--- config.mk ---
export PLATFORM = sky130hd
export DESIGN_NAME = rs485_frame_tx
export DESIGN_NICKNAME = d
export VERILOG_FILES = /design/src/rtl/rs485_pkg.sv /design/src/rtl/baud_tick_gen.sv /design/src/rtl/rs485_frame_tx.sv
export SDC_FILE = /design/constraint.sdc
export NUM_CORES = 1
export LEC_CHECK = 0
export BUFFER_PORTS_ARGS = -buffer_cell sky130_fd_sc_hd__buf_2
export CAP_MARGIN = 20
export CORE_MARGIN = 4
export CORE_UTILIZATION = 58
export DETAILED_ROUTE_END_ITERATION = 10
export MAX_ROUTING_LAYER = met4
export PLACE_DENSITY = 0.78
export SLEW_MARGIN = 20
export SYNTH_ARGS = -nofsm -noshare
export SYNTH_HDL_FRONTEND = slang
export SYNTH_SLANG_ARGS = --single-unit
--- constraint.sdc ---
create_clock -name clk -period 1.9 [get_ports clk]
set_input_delay 0 -clock clk [delete_from_list [all_inputs] [get_ports clk]]
set_output_delay 0 -clock clk [all_outputs]
set_load 0.02 [all_outputs]
--- src/rtl/rs485_pkg.sv ---
// rs485_pkg: shared FSM state type, parity codes and character-length helper for the RS-485 frame transmitter.
package rs485_pkg;

    typedef enum logic [2:0] {
        IDLE,
        DIRON,
        SEND,
        DIROFF,
        WAITLOW
    } state_t;

    localparam int PAR_NONE = 0;
    localparam int PAR_EVEN = 1;
    localparam int PAR_ODD  = 2;

    // Bit slots per character: start + 8 data + optional parity + stops + idle gap.
    function automatic int char_bits(int parity, int stop_bits, int gap_bits);
        return 10 + (parity != PAR_NONE ? 1 : 0) + stop_bits - 1 + gap_bits;
    endfunction

endpackage

--- src/rtl/baud_tick_gen.sv ---
// baud_tick_gen: bit-period divider; tick is high on the last clk of every bit period.
//  clk   in  system clock
//  reset in  synchronous reset, active-low
//  clr   in  hold the divider at the start of a bit period
//  tick  out last cycle of the current bit period
module baud_tick_gen #(
    parameter int CLKS_PER_BIT = 1
) (
    input  logic clk,
    input  logic reset,
    input  logic clr,
    output logic tick
);

    logic [7:0] r_cnt;

    assign tick = r_cnt == 8'(CLKS_PER_BIT - 1);

    always_ff @(posedge clk) begin
        if (!reset || clr)
            r_cnt <= 8'd0;
        else
            r_cnt <= tick ? 8'd0 : r_cnt + 8'd1;
    end

endmodule

--- src/rtl/rs485_frame_tx.sv ---
// rs485_frame_tx: RS-485 frame transmitter with guarded direction control, reading bytes from a sync frame buffer.
//  clk    in  system clock
//  reset  in  synchronous reset, active-low
//  RQ     in  transfer request level, asynchronous
//  data   in  frame buffer byte at addr, one cycle read latency
//  addr   out frame buffer byte index
//  tx     out UART serial data, LSB first, idle high
//  dirTX  out transceiver driver enable
//  dirRX  out transceiver receiver direction control
//  busy   out frame in progress (DIRON, SEND, DIROFF)
//  done   out one-cycle pulse on entry to WAITLOW
module rs485_frame_tx
    import rs485_pkg::*;
#(
    parameter int NBYTES       = 18,
    parameter int CLKS_PER_BIT = 1,
    parameter int PARITY       = 0,
    parameter int STOP_BITS    = 1,
    parameter int GAP_BITS     = 1,
    parameter int GUARD        = 15
) (
    input  logic       clk,
    input  logic       reset,
    input  logic       RQ,
    input  logic [7:0] data,
    output logic [4:0] addr,
    output logic       tx,
    output logic       dirTX,
    output logic       dirRX,
    output logic       busy,
    output logic       done
);

    localparam logic [7:0] G1       = 8'(GUARD);
    localparam logic [7:0] G2       = 8'(2 * GUARD);
    localparam logic [7:0] G3       = 8'(3 * GUARD);
    localparam logic [3:0] LAST     = 4'(char_bits(PARITY, STOP_BITS, GAP_BITS) - 1);
    localparam logic [3:0] STOP0    = (PARITY != PAR_NONE) ? 4'd10 : 4'd9;
    localparam logic [4:0] ADDR_MAX = 5'(NBYTES - 1);

    state_t     r_state, w_next;
    logic [1:0] r_sync;
    logic [7:0] r_g, r_shift;
    logic [3:0] r_idx;
    logic [4:0] r_addr;
    logic       r_par, r_load, r_done;
    logic       w_rq_s, w_tick, w_byte_end, w_start;

    assign w_rq_s = r_sync[1];
    assign addr   = r_addr;
    assign done   = r_done;

    baud_tick_gen #(.CLKS_PER_BIT(CLKS_PER_BIT)) u_baud (
        .clk  (clk),
        .reset(reset),
        .clr  (r_state != SEND),
        .tick (w_tick)
    );

    always_ff @(posedge clk)
        r_sync <= {r_sync[0], RQ};

    always_ff @(posedge clk) begin
        if (!reset)
            r_state <= IDLE;
        else
            r_state <= w_next;
    end

    always_comb begin
        w_next     = r_state;
        w_byte_end = r_state == SEND && w_tick && r_idx == LAST;
        unique case (r_state)
            IDLE:    if (w_rq_s) w_next = DIRON;
            DIRON:   if (r_g == G3 - 8'd1) w_next = SEND;
            // addr has already wrapped to 0 when the final byte ends
            SEND:    if (w_byte_end && r_addr == 5'd0) w_next = DIROFF;
            DIROFF:  if (r_g == G2 - 8'd1) w_next = WAITLOW;
            WAITLOW: if (!w_rq_s) w_next = IDLE;
            default: w_next = IDLE;
        endcase
        w_start = w_next == SEND && (r_state != SEND || w_byte_end);
        busy    = r_state == DIRON || r_state == SEND || r_state == DIROFF;
        dirRX   = (r_state == DIRON && r_g >= G1) || r_state == SEND || r_state == DIROFF;
        dirTX   = (r_state == DIRON && r_g >= G2) || r_state == SEND || (r_state == DIROFF && r_g < G1);
        tx      = r_state != SEND ? 1'b1 :
                  r_idx == 4'd0 ? 1'b0 :
                  r_idx <= 4'd8 ? r_shift[0] :
                  (r_idx == 4'd9 && PARITY != PAR_NONE) ? r_par : 1'b1;
    end

    always_ff @(posedge clk) begin
        if (!reset) begin
            r_g     <= 8'd0;
            r_idx   <= 4'd0;
            r_addr  <= 5'd0;
            r_shift <= 8'd0;
            r_par   <= 1'b0;
            r_load  <= 1'b0;
            r_done  <= 1'b0;
        end else begin
            // r_load marks the first cycle of each start bit
            r_load <= w_start;
            r_done <= r_state == DIROFF && w_next == WAITLOW;
            r_g    <= (r_state == IDLE || (r_state == SEND && w_next == DIROFF)) ? 8'd0 :
                      (r_state == DIRON || r_state == DIROFF) ? r_g + 8'd1 : r_g;
            if (r_load) begin
                r_shift <= data;
                r_par   <= PARITY == PAR_ODD ? ~^data : ^data;
            end else if (r_state == SEND && w_tick && r_idx >= 4'd1 && r_idx <= 4'd8)
                r_shift <= r_shift >> 1;
            if (r_state == SEND && w_tick)
                r_idx <= r_idx == LAST ? 4'd0 : r_idx + 4'd1;
            if (r_state == SEND && w_tick && r_idx == STOP0 - 4'd1)
                r_addr <= r_addr == ADDR_MAX ? 5'd0 : r_addr + 5'd1;
        end
    end

endmodule

==> results of run 1 <==
-- final cells by class --
type / instances / area (um^2) / area share (%)
sequential: 40 / 801 / 32.3
inverter: 11 / 41.3 / 1.66
multi-input combinational: 181 / 1230 / 49.4
tap: 46 / 57.6 / 2.32
clock buffer: 5 / 68.8 / 2.77
clock inverter: 3 / 42.5 / 1.72
timing repair buffer: 37 / 243 / 9.79
-- metal layers --
metal | GRT usage [%] | wire [um] | vias up | share of wire, %
li1 | - | - | 921 | -
met5 | - | 0 | - | 0
met2 | 29.3 | 1950 | 37 | 45
met4 | 7.38 | 48 | 0 | 1.1
met1 | 27.5 | 2120 | 814 | 49
met3 | 4.07 | 176 | 6 | 4.1
-- worst reg2reg max path, delay by kind of cell (launching register included) --
kind / cells / cell delay, ps
flops: 1 / 350
buf+inv: 2 / 260
compound gates: 1 / 140
fa+ha+maj: 1 / 160
simple gates: 3 / 800
-- worst max path at each step --
stage,endpoint,slack (ps),cells past startpoint
finish,addr[4]$_SDFFE_PN0P_,140,7
global placement,addr[0]$_SDFFE_PN0P_,200,6
global route,addr[3]$_SDFFE_PN0P_,1,7
detailed placement,addr[0]$_SDFFE_PN0P_,130,6
CTS,addr[0]$_SDFFE_PN0P_,110,6
floorplan,addr[0]$_SDFFE_PN0P_,280,6
-- synthesized netlist by cell type, drive strengths merged (7+ instances only) --
| cell | count | area share [%] |
|---|---|---|
| nand2 | 14 | 2.4 |
| o21ai | 26 | 6.5 |
| inv | 11 | 1.9 |
| xor2 | 10 | 4.0 |
| dfxtp | 40 | 37 |
| a31oi | 8 | 2.3 |
| nand3 | 9 | 2.3 |
| nand4 | 7 | 2.7 |
| clkbuf | 8 | 2.8 |
| ha | 9 | 5.2 |
| a21oi | 17 | 3.9 |
| nor2 | 25 | 4.3 |
-- power groups by stage --
stage	combinational, uW	clock (uW)	sequential [uW]
floorplan	40.7	0	864
global placement	55.5	0	865
detailed placement	56.1	0	866
CTS	66.5	705	846
global route	74.3	740	847
finish	67.4	691	846
-- per-stage QoR --
stage	std cells	cell area, um^2	setup slack, ps
floorplan	246	2170	281
global placement	308	2300	203
detailed placement	308	2300	128
CTS	322	2470	106
global route	323	2480	1.12
finish	323	2480	136
-- cell families (layout without fill, tap and decap cells) --
family / after synthesis / in the layout
buffers and inverters: 25 / 56
adders and majority gates: 9 / 9
xor gates and xnor gates: 16 / 16
muxes: 2 / 2
and+or+nand+nor: 90 / 90
DFF: 40 / 40
AOI/OAI and AO/OA: 64 / 64
-- registers in the layout, indices dropped and copies added (netlist names) --
register and flops:
r_state 3, r_shift 8, r_g 8, addr 5, r_idx 4, done 1, r_sync 2, u_baud.r_cnt 8
r_load 1
-- timing repair --
action / 4_1_cts / 5_1_grt
hold buffers: 6 / 0
buffers inserted: 0 / 1
gates resized for setup: 0 / 1
setup endpoints to repair: 0 / 5
endpoints found under the hold margin: 6 / 0
==> impl_metrics.tcl, run 1 <==
set metrics [dict create \
    critPathSlowestCell "sky130_fd_sc_hd__or3_1" \
    synth_warn 0 \
    crit_path_cell_chain "inv_1 > ha_1 > nor4b_4 > buf_4 > nand4_4 > or3_1 > a21oi_1" \
    path_delay_family "simple AND/OR/NAND/NOR gates" \
    synth_adder_area_share_pct 5.20 \
    worstSetupStartpointType "flip-flop" \
    synth_seq_area_share_pct 37.0 \
    dominant_combinational_cell_family_by_area_after_synthesis "simple AND/OR/NAND/NOR gates" \
    fin_crit_sh_pct 92.9 \
    synthCells 246 \
    hold_class "in -> reg" \
    drv.max_cap_violation_count 0 \
    slew_headroom_pct 73.8 \
    timing.setup.critical_path_class "reg -> reg" \
    yosys_most_used_dff "sky130_fd_sc_hd__dfxtp_1" \
    layout_min_cycle_time_ps 1760 \
    grt_first_pass_wirelength_mm 7.81 \
    worst_ir_drop_vdd_mv 0.578 \
    rsz0062_at_grt "false" \
    std_cell_rows 21 \
    port_buffers 20 \
    tritoncts_sink_count 40 \
    power.internal_uw 1260 \
    cp_slowest_stage_delay_ps 390 \
    netlist-cell-type-count 51 \
    holdPathStages 3 \
    netlist_area_um2 2170 \
    ctsHtreeMaxLevel 2 \
    pwr_density_cell_nw_per_um2 647 \
    clk_pin_slew_worst_paths_ps 80 \
    total_routing_usage_gr_pct 20.1 \
    synth-edff-count 0 \
    yosys-mux-area-fraction_pct 0.924 \
    worst-path-buf-inv 2 \
    crit_path_end_kind "flip-flop" \
    post_route_cells_drive_above_1_share_pct 19.1 \
    core_region_area_um2 3470 \
    n_fill_cell 283 \
    total_global_routing_overflow 0 \
    power_leakage_uw 0.000950 \
    largest_net_degree_at_the_start_of_global_routing 20 \
    die-area_um2 4780 \
    initial_util_pct 62.4 \
    diodes 0 \
    cts.path.max_buffers 2 \
    timing_worst_slew_pin_value_ps 391 \
    fin_worst_skew_ps 5.31 \
    clk_latency_ps 290 \
    synth_nets 266 \
    p_comb_share_pct 4.2 \
    post_synth_xor_area_fraction_pct 6.82 \
    r2r.worst_path.cells 7 \
    drt_drc_violations_left 0 \
    layout_commonest_cell "sky130_fd_sc_hd__dfxtp_1" \
    drtPass1Iterations 4 \
    drt_first_iter_violations 117 \
    r2r_setup_slack_ps 140 \
    mostFrequentLayoutCells "sky130_fd_sc_hd__dfxtp_1 (40), sky130_fd_sc_hd__nor2_1 (25), sky130_fd_sc_hd__o21ai_0 (25)" \
    min-delay-start "data[6]" \
    worst_ep_required_time_ps 2130 \
    floorplan.die.height_um 69.1 \
    area.growth.synth_to_final_pct 14.5 \
    clock_power_share_pct 43.1 \
    syn-mean-instance-area_um2 8.80 \
    clock-root-buffer "sky130_fd_sc_hd__clkbuf_8" \
    place_hpwl_mm 3.02 \
    crit_path_start "u_baud.r_cnt[0]$_SDFF_PP0_" \
    tns_ps 0 \
    routed_via_density 5.50 \
    gp_congestion 0.824 \
    die_width_um 69.1 \
    flip_flop_and_latch_count_after_synthesis 40 \
    total_power_uw 1600 \
    timing.fmax_ghz 0.567 \
    fin_hold_ws_ps 9.02 \
    tritoncts.num_buffers 5 \
    via_count_of_the_first_global_routing_pass 1710 \
    power.switching_fraction_pct 21.3 \
    synth_simple_gate_area_share_pct 25.2 \
    slew_violations 0 \
    worstReg2RegEnd "addr[4]$_SDFFE_PN0P_" \
    timing.critical_path.arrival_ps 1990 \
    wl_per_cell_um 13.3 \
    detail_route.wirelength_mm 4.30 \
    min_delay_worst_endpoint "r_shift[6]$_SDFFE_PN0P_" \
    async_set_or_reset_register_ratio_after_synthesis_pct 0 \
    initial_antenna_violation_count 0 \
    setup_viol_count_final 0 \
    finish.utilization_pct 71.5 \
    cp_max_fo 7 \
    finalHoldViolations 0 \
    nNetsFinal 296 \
    clock_tree_from_tritoncts "built" \
    pin_count 21 \
    fraction_of_the_mapped_netlist_area_in_compound_gates_pct 18.4 \
    switching_power_uw 342 \
    antenna_violating_nets_post_route 0 \
    power.sequential.fraction_pct 52.7 \
    rr_startpoint "u_baud.r_cnt[0]$_SDFF_PP0_" \
    via_total_after_detailed_routing 1778 \
    run_status "complete, no violations" \
]
No activity file was read; power rests on OpenSTA's default activity.
==> inputs of run 2 (changes only) <==
PLACE_DENSITY = 0.79   (was 0.78)
SYNTH_HIERARCHICAL = 1   (was default)
==> run 2 against run 1 <==
  * Synthesized area decreased by 4.7%
  * Routed wire length increased by 13%
  * The run now ends with negative setup slack left
  * Sequential share of layout area decreased by 1.8 points
  * Count of clock-buffer cells in the layout unchanged
  * Largest cell class unchanged
  * Utilization increased by 6.6 points
  * Sequential power about the same
  * Critical endpoint is now addr[2]$_SDFFE_PN0P_
==> impl_metrics.tcl, run 2 <==
set metrics [dict create \
    mostFrequentLayoutCells "sky130_fd_sc_hd__dfxtp_1 (37), sky130_fd_sc_hd__buf_4 (25), sky130_fd_sc_hd__nor2_1 (22)" \
    clock_power_share_pct 39.4 \
    pwr_density_cell_nw_per_um2 569 \
    synthTopCellsByArea "sky130_fd_sc_hd__dfxtp_1 (39%), sky130_fd_sc_hd__ha_1 (5.5%), sky130_fd_sc_hd__a21oi_1 (5.1%), sky130_fd_sc_hd__mux2i_1 (4.4%), sky130_fd_sc_hd__nor2_1 (4.2%)" \
    clock_tree_from_tritoncts "built" \
    antenna_violating_nets_post_route 0 \
    use_met1_pct 28.0 \
    multi_input_gate_area_in_the_final_layout_um2 1250 \
    port_buffers 20 \
    grt_first_pass_wirelength_mm 7.85 \
    cp_max_fo 3 \
    drtPass1Iterations 5 \
    via_total_after_detailed_routing 1858 \
    die-area_um2 4580 \
    finish.utilization_pct 78.1 \
    total_power_uw 1510 \
    power.internal_uw 1160 \
    yosysTopAreaCellShare_pct 38.8 \
    fin_crit_sh_pct 121 \
    setup_ws_ps -391 \
    drt_drc_violations_left 0 \
    post_route_cells_drive_above_1_share_pct 28.9 \
    synth-edff-count 0 \
    clk_pin_slew_worst_paths_ps 140 \
    r2r.worst_path.cells 8 \
    tns_ps -6980 \
    clk_latency_ps 370 \
    initial_util_pct 60.9 \
    min-delay-start "reset" \
    clock-root-buffer "sky130_fd_sc_hd__clkbuf_4" \
    largest_net_degree_at_the_start_of_global_routing 16 \
    power.switching_fraction_pct 23.2 \
    drt_first_iter_violations 133 \
    hold_class "in -> reg" \
    flip_flop_and_latch_count_after_synthesis 40 \
    timing.critical_path.arrival_ps 2590 \
    gp_congestion 0.850 \
    worstSetupStartpointType "flip-flop" \
    pin_count 21 \
    core_region_area_um2 3390 \
    detail_route.wirelength_mm 4.87 \
    slew_headroom_pct 60.6 \
    gr-usage-met3_pct 4.66 \
    synth_nets 252 \
    switching_power_uw 351 \
    initial_antenna_violation_count 0 \
    layout_commonest_cell "sky130_fd_sc_hd__dfxtp_1" \
    worst_ep_required_time_ps 2200 \
    setup_viol_count_final 28 \
    p_comb_share_pct 4.6 \
    syn-mean-instance-area_um2 8.89 \
    synth_most_common_cell "sky130_fd_sc_hd__dfxtp_1" \
    power_leakage_uw 0.00110 \
    timing.setup.critical_path_class "reg -> reg" \
    netlist-cell-type-count 48 \
    place_hpwl_mm 2.89 \
    netlist_area_um2 2060 \
    ctsHtreeMaxLevel 2 \
    holdPathStages 3 \
    timing.fmax_ghz 0.437 \
    use_met2_pct 38.0 \
    violated_checks "negative setup slack" \
    crit_path_end_kind "flip-flop" \
    tritoncts.num_buffers 5 \
    yosys_most_used_dff "sky130_fd_sc_hd__dfxtp_1" \
    r2r_setup_slack_ps -390 \
    yosys.area.top_type "sky130_fd_sc_hd__dfxtp_1" \
    die_width_um 67.6 \
    power.sequential.fraction_pct 56.0 \
    total_global_routing_overflow 0 \
    total_routing_usage_gr_pct 23.7 \
    worst_ir_drop_vdd_mv 0.714 \
    finalHoldViolations 0 \
    yosys-top-cells-count "sky130_fd_sc_hd__dfxtp_1 (40), sky130_fd_sc_hd__nor2_1 (23), sky130_fd_sc_hd__a21oi_1 (21), sky130_fd_sc_hd__o21ai_0 (14), sky130_fd_sc_hd__nand2_1 (13)" \
    layout_top_registers "r_g x8, r_shift x8, u_baud/r_cnt x8" \
    routed_via_density 5.63 \
    diodes 0 \
    rr_startpoint "u_baud/r_cnt[0]$_SDFF_PP0_" \
    run_status "complete, but fails checks" \
    slew_violations 0 \
    fin_worst_skew_ps 15.1 \
    cts.path.max_buffers 2 \
    placedInstanceArea_um2 2310 \
    synthCells 232 \
    drv.max_cap_violation_count 0 \
    wl_per_cell_um 14.8 \
    grt-busiest-layer "met2" \
    std_cell_rows 21 \
    synth_seq_area_share_pct 38.8 \
    final_non_filler_cells 330 \
    via_count_of_the_first_global_routing_pass 1702 \
    n_fill_cell 224 \
    crit_path_start "u_baud/r_cnt[0]$_SDFF_PP0_" \
    timing_worst_slew_pin_value_ps 583 \
    async_set_or_reset_register_ratio_after_synthesis_pct 0 \
    rsz0062_at_grt "true" \
    area.growth.synth_to_final_pct 28.4 \
    post-route-cell-area_um2 2650 \
    nNetsFinal 303 \
    regArea_um2 807 \
    dp.cells 304 \
    floorplan.die.height_um 67.6 \
    tritoncts_sink_count 40 \
    layout_min_cycle_time_ps 2290 \
    synth_warn 6 \
]
-- run 2: cell types whose count changed after synthesis, moves of 3 or more --
cell / delta
sky130_fd_sc_hd__o21ai_0: -11
sky130_fd_sc_hd__a31oi_1: -7
sky130_fd_sc_hd__mux2i_1: +7
sky130_fd_sc_hd__a21oi_1: +4
sky130_fd_sc_hd__clkbuf_8: -3
-- run 2: worst max-delay path, cell delays in order, from the launching register on --
cell and delay [ps]:
sky130_fd_sc_hd__dfxtp_2 350, sky130_fd_sc_hd__inv_2 70, sky130_fd_sc_hd__ha_4 120, sky130_fd_sc_hd__or4b_4 480, sky130_fd_sc_hd__nor4_4 170, sky130_fd_sc_hd__and4bb_2 330
sky130_fd_sc_hd__nand3b_4 90, sky130_fd_sc_hd__or4_4 490, sky130_fd_sc_hd__a21oi_2 130
-- run 2: cells by family after synthesis --
kind of cell / after synthesis / share of synthesized area, %
compound gates: 48 / 14.7
xor+xnor: 11 / 4.67
fa+ha+maj: 9 / 5.46
buf+inv: 24 / 5.58
flops: 40 / 38.8
mux: 9 / 4.37
simple gates: 91 / 26.4
-- run 2: power groups by stage --
stage	Sequential (uW)	Combinational (uW)	Clock [uW]
after global placement	864	53.5	0
final	844	69.9	594
after CTS	846	68.2	590
after global routing	845	75.8	634
after detailed placement	864	53.6	0
after floorplan	864	32.2	0
-- run 2: layout make-up --
| class | instances | area share (%) |
|---|---|---|
| multi-input combinational | 168 | 47.1 |
| sequential | 40 | 30.5 |
| timing repair buffer | 56 | 15.4 |
| tap | 46 | 2.17 |
| clock inverter | 3 | 1.79 |
| inverter | 12 | 1.70 |
| clock buffer | 5 | 1.42 |
-- run 2: metrics by stage --
step / hold WS, ps / worst slack (ps)
final: 12.0 / -391
after detailed placement: 104 / -403
after floorplan: 27.7 / -349
after global placement: 103 / -303
after global routing: 15.1 / -456
after CTS: 26.1 / -365
-- run 2: worst paths after layout --
kind,endpoint
worst max register to register,addr[2]$_SDFFE_PN0P_
worst max-delay path,addr[2]$_SDFFE_PN0P_
worst min-delay path,addr[3]$_SDFFE_PN0P_
worst min register to register,r_sync[1]$_DFF_P_
-- run 2: repair_timing --
item | CTS | global route
pin swaps | 13 | 9
setup endpoints to repair | 28 | 28
gates resized for setup | 19 | 6
endpoints found under the hold margin | 9 | 0
hold buffers | 9 | 0
setup buffers | 27 | 3
cloned | 0 | 0
-- run 2: routing by layer --
| layer | wire length (um) | vias up |
|---|---|---|
| met4 | 106 | 0 |
| met3 | 206 | 12 |
| met1 | 2050 | 869 |
| li1 | - | 927 |
| met2 | 2510 | 50 |
| met5 | 0 | - |
==> inputs of run 3 (changes only) <==
==> constraint.sdc (replaced) <==
create_clock -name clk -period 1.9 [get_ports clk]
set_input_delay 0 -clock clk [delete_from_list [all_inputs] [get_ports clk]]
set_output_delay 0 -clock clk [all_outputs]
set_load 0.01 [all_outputs]
==> run 3 against run 2 <==
  * Fmax up 2.3%
  * Final area down 5.7%
  * Sequential power hardly changed
  * Cell count shrank 3.3%
  * Global-route usage is 2.1 points lower
  * Die area did not move
  * Routed wire length is 14% lower
  * Highest routed layer unchanged
  * Sequential share of layout area rose by 1.9 points
  * Total power is 11% lower
  * The run still ends with negative setup slack left
  * First-iteration DRC count shrank 37%
  * Clock power is 26% lower
==> impl_metrics.tcl, run 3 (synthesis results as in run 2) <==
set metrics [dict create \
    run_status "complete, but fails checks" \
    violated_checks "negative setup slack" \
    cts.path.max_buffers 2 \
    timing.setup.critical_path_class "reg -> reg" \
    pre_cts_ws_ps -423 \
    detail_route.wirelength_mm 4.21 \
    worst_ir_drop_vdd_mv 0.491 \
    total_global_routing_overflow 0 \
    worstSetupStartpointType "flip-flop" \
    setup_viol_count_final 27 \
    diodes 0 \
    via_count_of_the_first_global_routing_pass 1611 \
    critPathSlowestCell "sky130_fd_sc_hd__or4_1" \
    layout_commonest_cell "sky130_fd_sc_hd__dfxtp_1" \
    tritoncts_sink_count 40 \
    path_delay_family "simple AND/OR/NAND/NOR gates" \
    gp_congestion 0.830 \
    place_hpwl_mm 2.86 \
    worst_ep_required_time_ps 2200 \
    slew_violations 0 \
    crit_path_cell_chain "inv_1 > ha_1 > or4b_4 > nor4_4 > and4bb_2 > nand3b_4 > or4_1 > a21oi_1" \
    total_power_uw 1350 \
    ctsHtreeMaxLevel 2 \
    timing_worst_slew_pin_value_ps 565 \
    die-area_um2 4580 \
    tritoncts.num_buffers 5 \
    grt_first_pass_wirelength_mm 7.29 \
    fin_worst_skew_ps 9.96 \
    timing.critical_path.arrival_ps 2540 \
    pwr_density_cell_nw_per_um2 540 \
    slew_headroom_pct 61.8 \
    largest_net_degree_at_the_start_of_global_routing 16 \
    finalHoldViolations 0 \
    hold_class "in -> reg" \
    post_route_cells_drive_above_1_share_pct 23.8 \
    holdPathStages 3 \
    setup_ws_ps -339 \
    drtPass1Iterations 4 \
    wl_per_cell_um 13.2 \
    nNetsFinal 292 \
    antenna_violating_nets_post_route 0 \
    layout_top_registers "r_g x8, r_shift x8, u_baud/r_cnt x8" \
    tns_ps -6240 \
    drt_drc_violations_left 0 \
    initial_antenna_violation_count 0 \
    mostFrequentLayoutCells "sky130_fd_sc_hd__dfxtp_1 (35), sky130_fd_sc_hd__nor2_1 (21), sky130_fd_sc_hd__a21oi_1 (20), sky130_fd_sc_hd__buf_2 (20), sky130_fd_sc_hd__buf_4 (16)" \
    area.growth.synth_to_final_pct 21.0 \
    cp_slowest_stage_delay_ps 480 \
    number_of_cells_on_the_critical_path 8 \
    pin_count 21 \
    rsz0062_at_grt "true" \
    die_width_um 67.6 \
    dp.cells 300 \
    fin_crit_sh_pct 118 \
    total_routing_usage_gr_pct 21.6 \
    clock_tree_from_tritoncts "built" \
    cp_max_fo 3 \
    r2r.worst_path.cells 8 \
    std_cell_rows 21 \
    clock-root-buffer "sky130_fd_sc_hd__clkbuf_4" \
    worst-path-buf-inv 1 \
    initial_util_pct 60.9 \
    via_total_after_detailed_routing 1751 \
    routed_via_density 5.49 \
    final_non_filler_cells 319 \
    timing.fmax_ghz 0.447 \
    layout_min_cycle_time_ps 2240 \
    core_region_area_um2 3390 \
    drt_first_iter_violations 84 \
    power_leakage_uw 0.00104 \
    floorplan.die.height_um 67.6 \
    port_buffers 20 \
    clk_latency_ps 360 \
    clk_pin_slew_worst_paths_ps 130 \
    drv.max_cap_violation_count 0 \
    crit_path_end_kind "flip-flop" \
]
run 3: layer usage:
layer  global-route usage [%]  routed length (um)  share of wire, %
met1                     27.4                1940                46
met2                     33.2                2040                49
met3                     3.99                 146               3.5
met4                     9.62                  77               1.8
met5                        -                   0                 0
run 3: area by class of cell:
cell class              instances  area (um^2)
fillers                       242          892
well taps                      46         57.6
clock inverters                 3         18.8
multi-input cells             168         1220
inverters                      12         45.0
clock buffers                   5         37.5
repair buffers                 45          310
flip-flops and latches         40          810
run 3: what timing repair did:
| item | CTS | global route |
|---|---|---|
| setup endpoints to repair | 29 | 29 |
| pin swaps | 4 | 4 |
| setup buffers | 1 | 2 |
| resized for setup | 9 | 7 |
| hold buffers | 9 | 0 |
| hold endpoints to repair | 9 | 0 |
run 3: worst paths after layout:
check                                           startpoint  slack [ps]              endpoint
worst max-delay path            u_baud/r_cnt[0]$_SDFF_PP0_        -340  addr[2]$_SDFFE_PN0P_
worst min-delay path                                 reset          20  addr[3]$_SDFFE_PN0P_
worst max register to register  u_baud/r_cnt[0]$_SDFF_PP0_        -340  addr[2]$_SDFFE_PN0P_
worst min register to register           r_sync[0]$_DFF_P_         340     r_sync[1]$_DFF_P_
run 3: worst reg2reg max path: stages, from the launching register on:
cell,delay [ps]
sky130_fd_sc_hd__dfxtp_2,340
sky130_fd_sc_hd__inv_1,50
sky130_fd_sc_hd__ha_1,130
sky130_fd_sc_hd__or4b_4,470
sky130_fd_sc_hd__nor4_4,160
sky130_fd_sc_hd__and4bb_2,320
sky130_fd_sc_hd__nand3b_4,90
sky130_fd_sc_hd__or4_1,480
sky130_fd_sc_hd__a21oi_1,150
run 3: metrics by stage:
| step | cell area [um^2] | hold WS (ps) | util [%] |
|---|---|---|---|
| finish | 2500 | 20.3 | 73.7 |
| global route | 2500 | 35.7 | 73.7 |
| CTS | 2470 | 18.7 | 73.0 |
| detailed placement | 2280 | 104 | 67.4 |
| global placement | 2280 | 104 | 67.4 |
| floorplan | 2090 | 27.7 | - |
run 3: power breakdown:
part / total, uW / internal (uW) / switching (uW)
clock network: 437 / 142 / 295
registers: 844 / 842 / 2.60
logic: 66.8 / 33.0 / 33.8
